## src/rtl/id_stage.sv

```systemverilog
// rtl/id_stage.sv - registered RV32I decode stage feeding execute over valid/ready
module id_stage #(
    parameter int DATA_WIDTH = 32
) (
    input  logic                  clk,
    input  logic                  rst_n,
    input  logic                  flush,
    input  logic                  in_valid,
    output logic                  in_ready,
    input  logic [DATA_WIDTH-1:0] in_instr,
    input  logic [DATA_WIDTH-1:0] in_pc,
    output logic                  ex_valid,
    input  logic                  ex_ready,
    output logic [DATA_WIDTH-1:0] ex_pc,
    output logic [3:0]            alu_op,
    output logic [1:0]            a_sel,
    output logic                  b_imm,
    output logic [4:0]            rs1_addr,
    output logic [4:0]            rs2_addr,
    output logic [4:0]            rd_addr,
    output logic [DATA_WIDTH-1:0] imm,
    output logic [2:0]            op_class,
    output logic [2:0]            funct3,
    output logic                  reg_write,
    output logic                  illegal
);

    localparam logic [3:0] ALU_ADD  = 4'd0;
    localparam logic [3:0] ALU_SUB  = 4'd1;
    localparam logic [3:0] ALU_AND  = 4'd2;
    localparam logic [3:0] ALU_OR   = 4'd3;
    localparam logic [3:0] ALU_XOR  = 4'd4;
    localparam logic [3:0] ALU_SLL  = 4'd5;
    localparam logic [3:0] ALU_SRL  = 4'd6;
    localparam logic [3:0] ALU_SRA  = 4'd7;
    localparam logic [3:0] ALU_SLT  = 4'd8;
    localparam logic [3:0] ALU_SLTU = 4'd9;

    localparam logic [2:0] CLS_ALU    = 3'd0;
    localparam logic [2:0] CLS_LOAD   = 3'd1;
    localparam logic [2:0] CLS_STORE  = 3'd2;
    localparam logic [2:0] CLS_BRANCH = 3'd3;
    localparam logic [2:0] CLS_JAL    = 3'd4;
    localparam logic [2:0] CLS_JALR   = 3'd5;

    localparam logic [1:0] A_RS1  = 2'd0;
    localparam logic [1:0] A_PC   = 2'd1;
    localparam logic [1:0] A_ZERO = 2'd2;

    localparam logic [6:0] F7_BASE = 7'b0000000;
    localparam logic [6:0] F7_ALT  = 7'b0100000;

    logic [6:0] opcode;
    logic [2:0] f3;
    logic [6:0] f7;
    logic [31:0] imm_i, imm_s, imm_b, imm_u, imm_j, imm_sh;

    assign opcode = in_instr[6:0];
    assign f3     = in_instr[14:12];
    assign f7     = in_instr[31:25];

    assign imm_i  = {{20{in_instr[31]}}, in_instr[31:20]};
    assign imm_s  = {{20{in_instr[31]}}, in_instr[31:25], in_instr[11:7]};
    assign imm_b  = {{19{in_instr[31]}}, in_instr[31], in_instr[7], in_instr[30:25], in_instr[11:8], 1'b0};
    assign imm_u  = {in_instr[31:12], 12'b0};
    assign imm_j  = {{11{in_instr[31]}}, in_instr[31], in_instr[19:12], in_instr[20], in_instr[30:21], 1'b0};
    assign imm_sh = {27'b0, in_instr[24:20]};

    logic [3:0]  d_alu_op;
    logic [1:0]  d_a_sel;
    logic        d_b_imm;
    logic [31:0] d_imm;
    logic [2:0]  d_class;
    logic        d_wr;
    logic        d_illegal;

    always_comb begin
        d_alu_op  = ALU_ADD;
        d_a_sel   = A_RS1;
        d_b_imm   = 1'b0;
        d_imm     = 32'd0;
        d_class   = CLS_ALU;
        d_wr      = 1'b0;
        d_illegal = 1'b0;
        case (opcode)
            7'b0010011: begin
                d_b_imm = 1'b1;
                d_wr    = 1'b1;
                d_imm   = imm_i;
                case (f3)
                    3'b000: d_alu_op = ALU_ADD;
                    3'b010: d_alu_op = ALU_SLT;
                    3'b011: d_alu_op = ALU_SLTU;
                    3'b100: d_alu_op = ALU_XOR;
                    3'b110: d_alu_op = ALU_OR;
                    3'b111: d_alu_op = ALU_AND;
                    3'b001: begin
                        d_imm     = imm_sh;
                        d_alu_op  = ALU_SLL;
                        d_illegal = (f7 != F7_BASE);
                    end
                    default: begin
                        d_imm = imm_sh;
                        if (f7 == F7_BASE)     d_alu_op  = ALU_SRL;
                        else if (f7 == F7_ALT) d_alu_op  = ALU_SRA;
                        else                   d_illegal = 1'b1;
                    end
                endcase
            end
            7'b0110011: begin
                d_wr = 1'b1;
                if (f7 == F7_BASE) begin
                    case (f3)
                        3'b000:  d_alu_op = ALU_ADD;
                        3'b001:  d_alu_op = ALU_SLL;
                        3'b010:  d_alu_op = ALU_SLT;
                        3'b011:  d_alu_op = ALU_SLTU;
                        3'b100:  d_alu_op = ALU_XOR;
                        3'b101:  d_alu_op = ALU_SRL;
                        3'b110:  d_alu_op = ALU_OR;
                        default: d_alu_op = ALU_AND;
                    endcase
                end else if (f7 == F7_ALT && f3 == 3'b000) begin
                    d_alu_op = ALU_SUB;
                end else if (f7 == F7_ALT && f3 == 3'b101) begin
                    d_alu_op = ALU_SRA;
                end else begin
                    d_illegal = 1'b1;
                end
            end
            7'b0110111: begin
                d_a_sel = A_ZERO;
                d_b_imm = 1'b1;
                d_imm   = imm_u;
                d_wr    = 1'b1;
            end
            7'b0010111: begin
                d_a_sel = A_PC;
                d_b_imm = 1'b1;
                d_imm   = imm_u;
                d_wr    = 1'b1;
            end
            7'b0000011: begin
                d_b_imm   = 1'b1;
                d_imm     = imm_i;
                d_class   = CLS_LOAD;
                d_wr      = 1'b1;
                d_illegal = (f3 == 3'b011) || (f3 == 3'b110) || (f3 == 3'b111);
            end
            7'b0100011: begin
                d_b_imm   = 1'b1;
                d_imm     = imm_s;
                d_class   = CLS_STORE;
                d_illegal = (f3 > 3'b010);
            end
            7'b1100011: begin
                d_imm   = imm_b;
                d_class = CLS_BRANCH;
                case (f3)
                    3'b000, 3'b001: d_alu_op  = ALU_SUB;
                    3'b100, 3'b101: d_alu_op  = ALU_SLT;
                    3'b110, 3'b111: d_alu_op  = ALU_SLTU;
                    default:        d_illegal = 1'b1;
                endcase
            end
            7'b1101111: begin
                d_a_sel = A_PC;
                d_b_imm = 1'b1;
                d_imm   = imm_j;
                d_class = CLS_JAL;
                d_wr    = 1'b1;
            end
            7'b1100111: begin
                d_b_imm   = 1'b1;
                d_imm     = imm_i;
                d_class   = CLS_JALR;
                d_wr      = 1'b1;
                d_illegal = (f3 != 3'b000);
            end
            default: d_illegal = 1'b1;
        endcase
        if (in_instr[11:7] == 5'd0) d_wr = 1'b0;
        // Illegal bundles still flow to execute so the trap is taken in order.
        if (d_illegal) begin
            d_wr     = 1'b0;
            d_alu_op = ALU_ADD;
            d_class  = CLS_ALU;
        end
    end

    logic load;

    assign in_ready = !ex_valid || ex_ready || flush;
    assign load     = in_valid && in_ready && !flush;

    always_ff @(posedge clk or negedge rst_n) begin
        if (!rst_n) begin
            ex_valid  <= 1'b0;
            ex_pc     <= '0;
            alu_op    <= ALU_ADD;
            a_sel     <= A_RS1;
            b_imm     <= 1'b0;
            rs1_addr  <= 5'd0;
            rs2_addr  <= 5'd0;
            rd_addr   <= 5'd0;
            imm       <= '0;
            op_class  <= CLS_ALU;
            funct3    <= 3'd0;
            reg_write <= 1'b0;
            illegal   <= 1'b0;
        end else if (flush) begin
            ex_valid <= 1'b0;
        end else if (load) begin
            ex_valid  <= 1'b1;
            ex_pc     <= in_pc;
            alu_op    <= d_alu_op;
            a_sel     <= d_a_sel;
            b_imm     <= d_b_imm;
            rs1_addr  <= in_instr[19:15];
            rs2_addr  <= in_instr[24:20];
            rd_addr   <= in_instr[11:7];
            imm       <= d_imm;
            op_class  <= d_class;
            funct3    <= f3;
            reg_write <= d_wr;
            illegal   <= d_illegal;
        end else if (ex_ready) begin
            ex_valid <= 1'b0;
        end
    end

endmodule

```

## config.mk

```make
export PLATFORM = sky130hd
export DESIGN_NAME = id_stage
export DESIGN_NICKNAME = d
export VERILOG_FILES = /design/src/rtl/id_stage.sv
export SDC_FILE = /design/constraint.sdc
export NUM_CORES = 1
export LEC_CHECK = 0
export CORE_ASPECT_RATIO = 1.25
export CORE_MARGIN = 2
export CORE_UTILIZATION = 44
export DETAILED_ROUTE_END_ITERATION = 10
export GPL_TIMING_DRIVEN = 0
export PLACE_DENSITY_LB_ADDON = 0.08
export SYNTH_ARGS = -nofsm -noshare
export SYNTH_HDL_FRONTEND = slang
export SYNTH_SLANG_ARGS = --single-unit
```

## constraint.sdc

```tcl
create_clock -name clk -period 2.52 [get_ports clk]
set_clock_uncertainty 0.1 [all_clocks]
set_input_delay 0.504 -clock clk [delete_from_list [all_inputs] [get_ports clk]]
set_output_delay 0.504 -clock clk [all_outputs]
set_load 0.03 [all_outputs]
```

# Word-level counts from Yosys, hierarchy flattened
# Cells that the tools add are included.
[totals]
regBits = 95
out_inout_bits = 96
wordCells = 90
[op_classes]
order_cmp = 1
n_eq_ne = 17
n_mux = 30
bitwise = 1
n_reduce_logical = 28
[op_table]
columns = ["cell", "n"]
rows = [
  ["case mux 32 bit (6 select lines)", 1],
  ["case mux 4 bit (7 select lines)", 2],
  ["two-way mux 32 bit", 1],
  ["equality test 7 x 6 -> 1 bit (second input constant)", 4],
  ["case mux 4 bit (3 select lines)", 2],
  ["equality test 7 bit (second input constant)", 3],
  ["two-way mux 3 bit", 5],
  ["case mux 3 bit (5 select lines)", 1],
  ["equality test 7 x 5 -> 1 bit (second input constant)", 2],
  ["OR reduction 7 bit", 2],
  ["two-way mux 1 bit", 13],
  ["equality test 3 bit (second input constant)", 4],
  ["OR reduction 2 bit", 6],
  ["OR reduction 6 bit", 2],
  ["two-way mux 4 bit", 2],
  ["equality test 7 x 2 -> 1 bit (second input constant)", 1],
  ["zero test 7 bit", 1],
  ["case mux 1 bit (7 select lines)", 1],
  ["nonzero test 7 bit", 1],
  ["equality test 3 x 2 -> 1 bit (second input constant)", 2],
  ["nonzero test 3 bit", 2],
  ["zero test 5 bit", 1],
  ["logical AND 1 bit", 4],
  ["logical OR 1 bit", 4],
  ["other kinds (9)", 10],
]

# Logic depth before layout (Yosys ltp)
[logic_depth]
word_depth = 7
depth_mapped = 8
depth_no_buf = 7

# Worst setup path after synthesis
# No wires, ideal clock.
[synth_timing]
path_type = "input to register"
from = "input in_instr[14]"
to = "register op_class[0]"
setup_time_ns = 0.104
arrival_time_ns = 2.244
t_required_ns = 2.316
setup_slack_ns = 0.072
path_stages = 8
n_path_buf = 1
cell_sequence = "clkbuf_1 -> inv_1 -> ha_1 -> nor2_1 -> a21oi_1 -> a2111o_1 -> a211o_1 -> o41ai_2"
[synth_between]
elab_chain_len = 7
word_cells_on_any_way = 23
classes_between = "order compare (1); eq/ne (7); mux (7); reduce/logical (8)"
[synth_rtl]
columns = ["element", "line_no", "text"]
rows = [
  ["start, declared", "10", "input logic [DATA_WIDTH-1:0] in_instr,"],
  ["equality test 3 bit", "125, 159", ""],
  ["logical AND 1 bit", "125", "end else if (f7 == F7_ALT && f3 == 3'b101) begin"],
  ["two-way mux 1 bit", "125", ""],
  ["two-way mux 1 bit", "123", "end else if (f7 == F7_ALT && f3 == 3'b000) begin"],
  ["two-way mux 1 bit", "112", "if (f7 == F7_BASE) begin"],
  ["case mux 1 bit (7 select lines) *", "85", "case (opcode)"],
  ["two-way mux 3 bit *", "184", "if (d_illegal) begin"],
  ["end signal, assigned", "223", "op_class <= d_class;"],
  ["end, declared", "22", "output logic [2:0] op_class,"],
]
# Every way passes the cells marked *; elsewhere a longest branch is shown, timed or not.
# A chain may end at the register's enable or synchronous reset.

# Worst setup path in the final report
[layout_timing]
from = "input in_instr[4]"
to = "register imm[22]"
[layout_between]
elab_chain_len = 3
word_cells_on_any_way = 11
classes_between = "eq/ne (8); mux (1); reduce/logical (2)"
[layout_rtl]
columns = ["element", "line_no", "text"]
rows = [
  ["equality test 7 bit, or another cell as far along", "85", ""],
  ["OR reduction 2 bit (no source line)", "--", ""],
  ["case mux 32 bit (6 select lines) *", "85", ""],
  ["end signal, assigned", "222", "imm <= d_imm;"],
  ["end, declared", "21", "output logic [DATA_WIDTH-1:0] imm,"],
]
# Marks and branches as above.

==> impl_summary.md <==
Power
The reported leakage power is roughly 3.0 nW. The total power divided by cell area is 640 nW/µm². The largest vdd supply drop is 435 µV.

Die
The floorplan step defined a die boundary enclosing 10,700 µm². The die is around 120 µm tall. The total area inside the core boundary comes to 9610 µm². The number of rows in the core area is 40. The die outline width is 92.9 µm. The number of top-level pins is 165. The initial utilization of the core area, before any placement, comes to between 40% and 50%.

Setup path
The data arrival time of the critical path is 2570 ps. The type of the setup path with the least slack is primary input to flop. At the worst endpoint, the required time is 2640 ps. The largest fanout of any net on the critical path is 10. The startpoint type of the worst setup path is a primary input.

The capturing element type of the critical path is a flop.

Clock tree
The clock slew at the register clock pins of the worst setup and hold paths is ~70 ps. The largest buffer count on any clock path is 2. The clock net in this run drives a total of 95 sinks.

TritonCTS built the clock tree. Buffers inserted to repair hold after CTS numbered 0. The H-tree was split into 3 levels. In this run the clock root is driven by a sky130_fd_sc_hd__clkbuf_16. The number of buffers added by the clock tree synthesis step is 9. The insertion delay of the later-clocked pin in the worst-skew pair is 340 ps.

Global routing
The overall overflow remaining after global route is 0. The first global-routing pass estimated 21.3 mm of wire. The number of global-route vias before repair is 4,089. For this run, the total global-route usage over all layers was measured as 25.3%. The number of antenna violations at the first check in global routing is 0. Entering global routing, the biggest net connects 58 pins.

Synth
After synthesis, the netlist uses between 50 and 60 different library cells. In this run the cell area of the synthesized design comes to about 4300 µm². The share of flip-flops with an asynchronous set or reset after synthesis is between 90% and 100%.

Among all flip-flop cells after synthesis, the most frequent one is sky130_fd_sc_hd__dfrtp_1. Sequential elements use 54.7% of the synthesized area. The mean instance size in the synthesized netlist is 9.33 µm². The total number of yosys warnings is 0. After technology mapping, the gate count stands at 466. The number of enable flip-flop cells after synthesis is 0. In this run, synthesis produced a sequential element count of 95. The number of nets handed over by synthesis was 540.

Placed design
Port buffering added 162 buffers. Summing all placed instances gives a cell area of 6150 µm². Counting tap cells, the placed design contains a total of 755 instances. The detailed-placement wirelength estimate is ~9.8 mm. At the end of routability-driven placement, the weighted congestion stood at around 0.97.

Hold path
The min-delay analysis places its worst path in the category primary input to async pin.

Detailed routing
The final routed wirelength across all metal layers is around 13 mm. The via count is 4,204. After detailed routing, the average wire length per cell comes to 17.1 µm. In this run the remaining antenna-violating nets after routing total 0. After detailed routing, the number of remaining DRC violations is 0. The first TritonRoute pass finished after 5 iterations.

The average via count per standard cell is 5.42. The first routing iteration left 279 violations.

Finish
From synthesis to final layout, the design area changed by 50.7%. The post-route cell area is 6550 µm². The share of final-layout standard cells stronger than drive strength 1 is just over 7%.

The final standard cell count with taps included and fillers excluded is 775. The total number of nets in the final design is about 720. Fill cells in the final layout number 800.

The antenna cell count is 0.

STA
The number of failing setup endpoints in the final timing report is 0. At the pin with the least slew margin, the transition time is 623 ps. For the finished layout, the period the worst path requires is about 2400 ps. The worst relative slew slack is 58.1%. The maximum clock frequency is 0.409 GHz. The hold violation total from the final report is 0. The worst path uses between 90% and 100% of the clock period. The number of max-slew violations in the final report is 0.

Outcome
The run finished with clean final reports.

Run
The number of maximum-capacitance violations is 0.
[metrics by stage]
| stage | hold slack, ps | utilization [%] | setup TNS, ps | power (mW) | worst slack [ps] |
|---|---|---|---|---|---|
| after global routing | 81.7 | 68.2 | -0.919 | 4.38 | -0.919 |
| after floorplan | 108 | - | 0 | 2.23 | 72.3 |
| after CTS | 58.0 | 67.7 | 0 | 4.22 | 5.85 |
| final | 30.2 | 68.2 | 0 | 4.20 | 74.1 |
| after detailed placement | 361 | 64.0 | -26940 | 2.73 | -866 |
| after global placement | 356 | 63.8 | -280300 | 2.71 | -2700 |
[area by class of cell]
cell class | instances | area, µm² | area share, %
sequential | 95 | 2380 | 36.3
buffer | 31 | 159 | 2.43
clock inverter | 7 | 101 | 1.55
timing repair buffer | 167 | 1670 | 25.5
clock buffer | 9 | 225 | 3.44
tap | 126 | 158 | 2.41
inverter | 6 | 22.5 | 0.344
multi-input combinational | 334 | 1840 | 28.0
[cells by family after synthesis]
family / count (synthesis) / synth area share [%]
buf+inv: 37 / 3.77
simple gates: 240 / 24.0
mux: 1 / 0.230
flops: 95 / 54.7
compound gates: 88 / 15.9
fa+ha+maj: 5 / 1.44
[per-layer routing]
layer	vias up	share of wire, %	GRT usage, %
li1	1958	-	-
met1	2030	39	32.4
met2	194	50	41.9
met3	22	9.0	6.88
met4	0	1.8	8.33
met5	-	0	0
[worst paths after layout]
| path | from | end | slack (ps) | cells past startpoint |
|---|---|---|---|---|
| setup / recovery | in_instr[4] | imm[22]$_DFFE_PN0P_ | 70 | 8 |
| hold / removal | rst_n | alu_op[3]$_DFFE_PN0P_ | 30 | 1 |
| setup reg to reg | ex_valid$_DFFE_PN0P_ | op_class[0]$_DFFE_PN0P_ | 470 | 6 |
| hold reg to reg | ex_pc[2]$_DFFE_PN0P_ | ex_pc[2]$_DFFE_PN0P_ | 370 | 2 |
| max in group asynchronous | rst_n | imm[22]$_DFFE_PN0P_ | 1630 | 2 |
| min in group clk | ex_pc[2]$_DFFE_PN0P_ | ex_pc[2]$_DFFE_PN0P_ | 370 | 2 |
[sequential cells by signal (all words and copies together), names as in the netlist, 2 cells and up]
signal	count
ex_pc	32
funct3	3
imm	32
rs2_addr	5
rs1_addr	5
alu_op	4
rd_addr	5
op_class	3
a_sel	2
[synth_stat cells, drive strengths merged, types with 2 or more instances]
library cell | count | area share, %
a21boi | 2 | 0.43
nor3b | 2 | 0.35
a221o | 19 | 4.4
a31oi | 3 | 0.43
nor2b | 6 | 0.86
nand2 | 178 | 15
and3 | 3 | 0.43
a211oi | 3 | 0.75
and2 | 3 | 0.46
o21a | 2 | 0.35
nand3b | 2 | 0.35
nand3 | 3 | 0.35
clkbuf | 19 | 1.6
or3 | 2 | 0.29
a22oi | 5 | 0.86
dfrtp | 95 | 55
a32oi | 3 | 0.60
nand2b | 10 | 1.4
a22o | 5 | 1.0
buf | 12 | 1.6
nand4 | 3 | 0.43
a32o | 2 | 0.46
nand4b | 2 | 0.40
nor2 | 12 | 1.0
ha | 5 | 1.4
nor4 | 3 | 0.43
inv | 6 | 0.52
nor3 | 5 | 0.69
a211o | 2 | 0.40
o21ai | 19 | 2.2
a21oi | 10 | 1.2
o31ai | 2 | 0.35
[cell usage in the layout (no fill, tap or decap), types with 6 or more instances in the layout]
master,netlist,routed
sky130_fd_sc_hd__a21oi_1,9,9
sky130_fd_sc_hd__a221o_1,19,19
sky130_fd_sc_hd__buf_4,1,7
sky130_fd_sc_hd__clkbuf_1,19,16
sky130_fd_sc_hd__clkbuf_16,0,9
sky130_fd_sc_hd__clkdlybuf4s50_1,0,158
sky130_fd_sc_hd__dfrtp_1,95,95
sky130_fd_sc_hd__inv_1,6,6
sky130_fd_sc_hd__nand2_1,178,178
sky130_fd_sc_hd__nand2b_1,10,10
sky130_fd_sc_hd__nor2_1,12,12
sky130_fd_sc_hd__o21ai_0,15,15
[worst max-delay path, cell delays in order]
cell	delay, ps
sky130_fd_sc_hd__clkdlybuf4s50_1	500
sky130_fd_sc_hd__and4b_1	220
sky130_fd_sc_hd__and3_1	190
sky130_fd_sc_hd__buf_6	130
sky130_fd_sc_hd__o31a_1	340
sky130_fd_sc_hd__nor2b_1	170
sky130_fd_sc_hd__buf_4	200
sky130_fd_sc_hd__a221o_1	310
[repair_timing]
item                       in CTS  in global routing
pin swaps                       1                  3
gates resized for setup         9                 12
setup endpoints to repair      29                 47
buffers inserted                0                  4
hold endpoints to repair        0                  0
[report_power, final]
| group | switching [mW] | internal [mW] | leakage, nW |
|---|---|---|---|
| clock network | 0.606 | 0.882 | 0.158 |
| registers | 0.0700 | 1.65 | 1.24 |
| logic | 0.574 | 0.409 | 1.58 |
No activity file was read; power rests on OpenSTA's default activity.
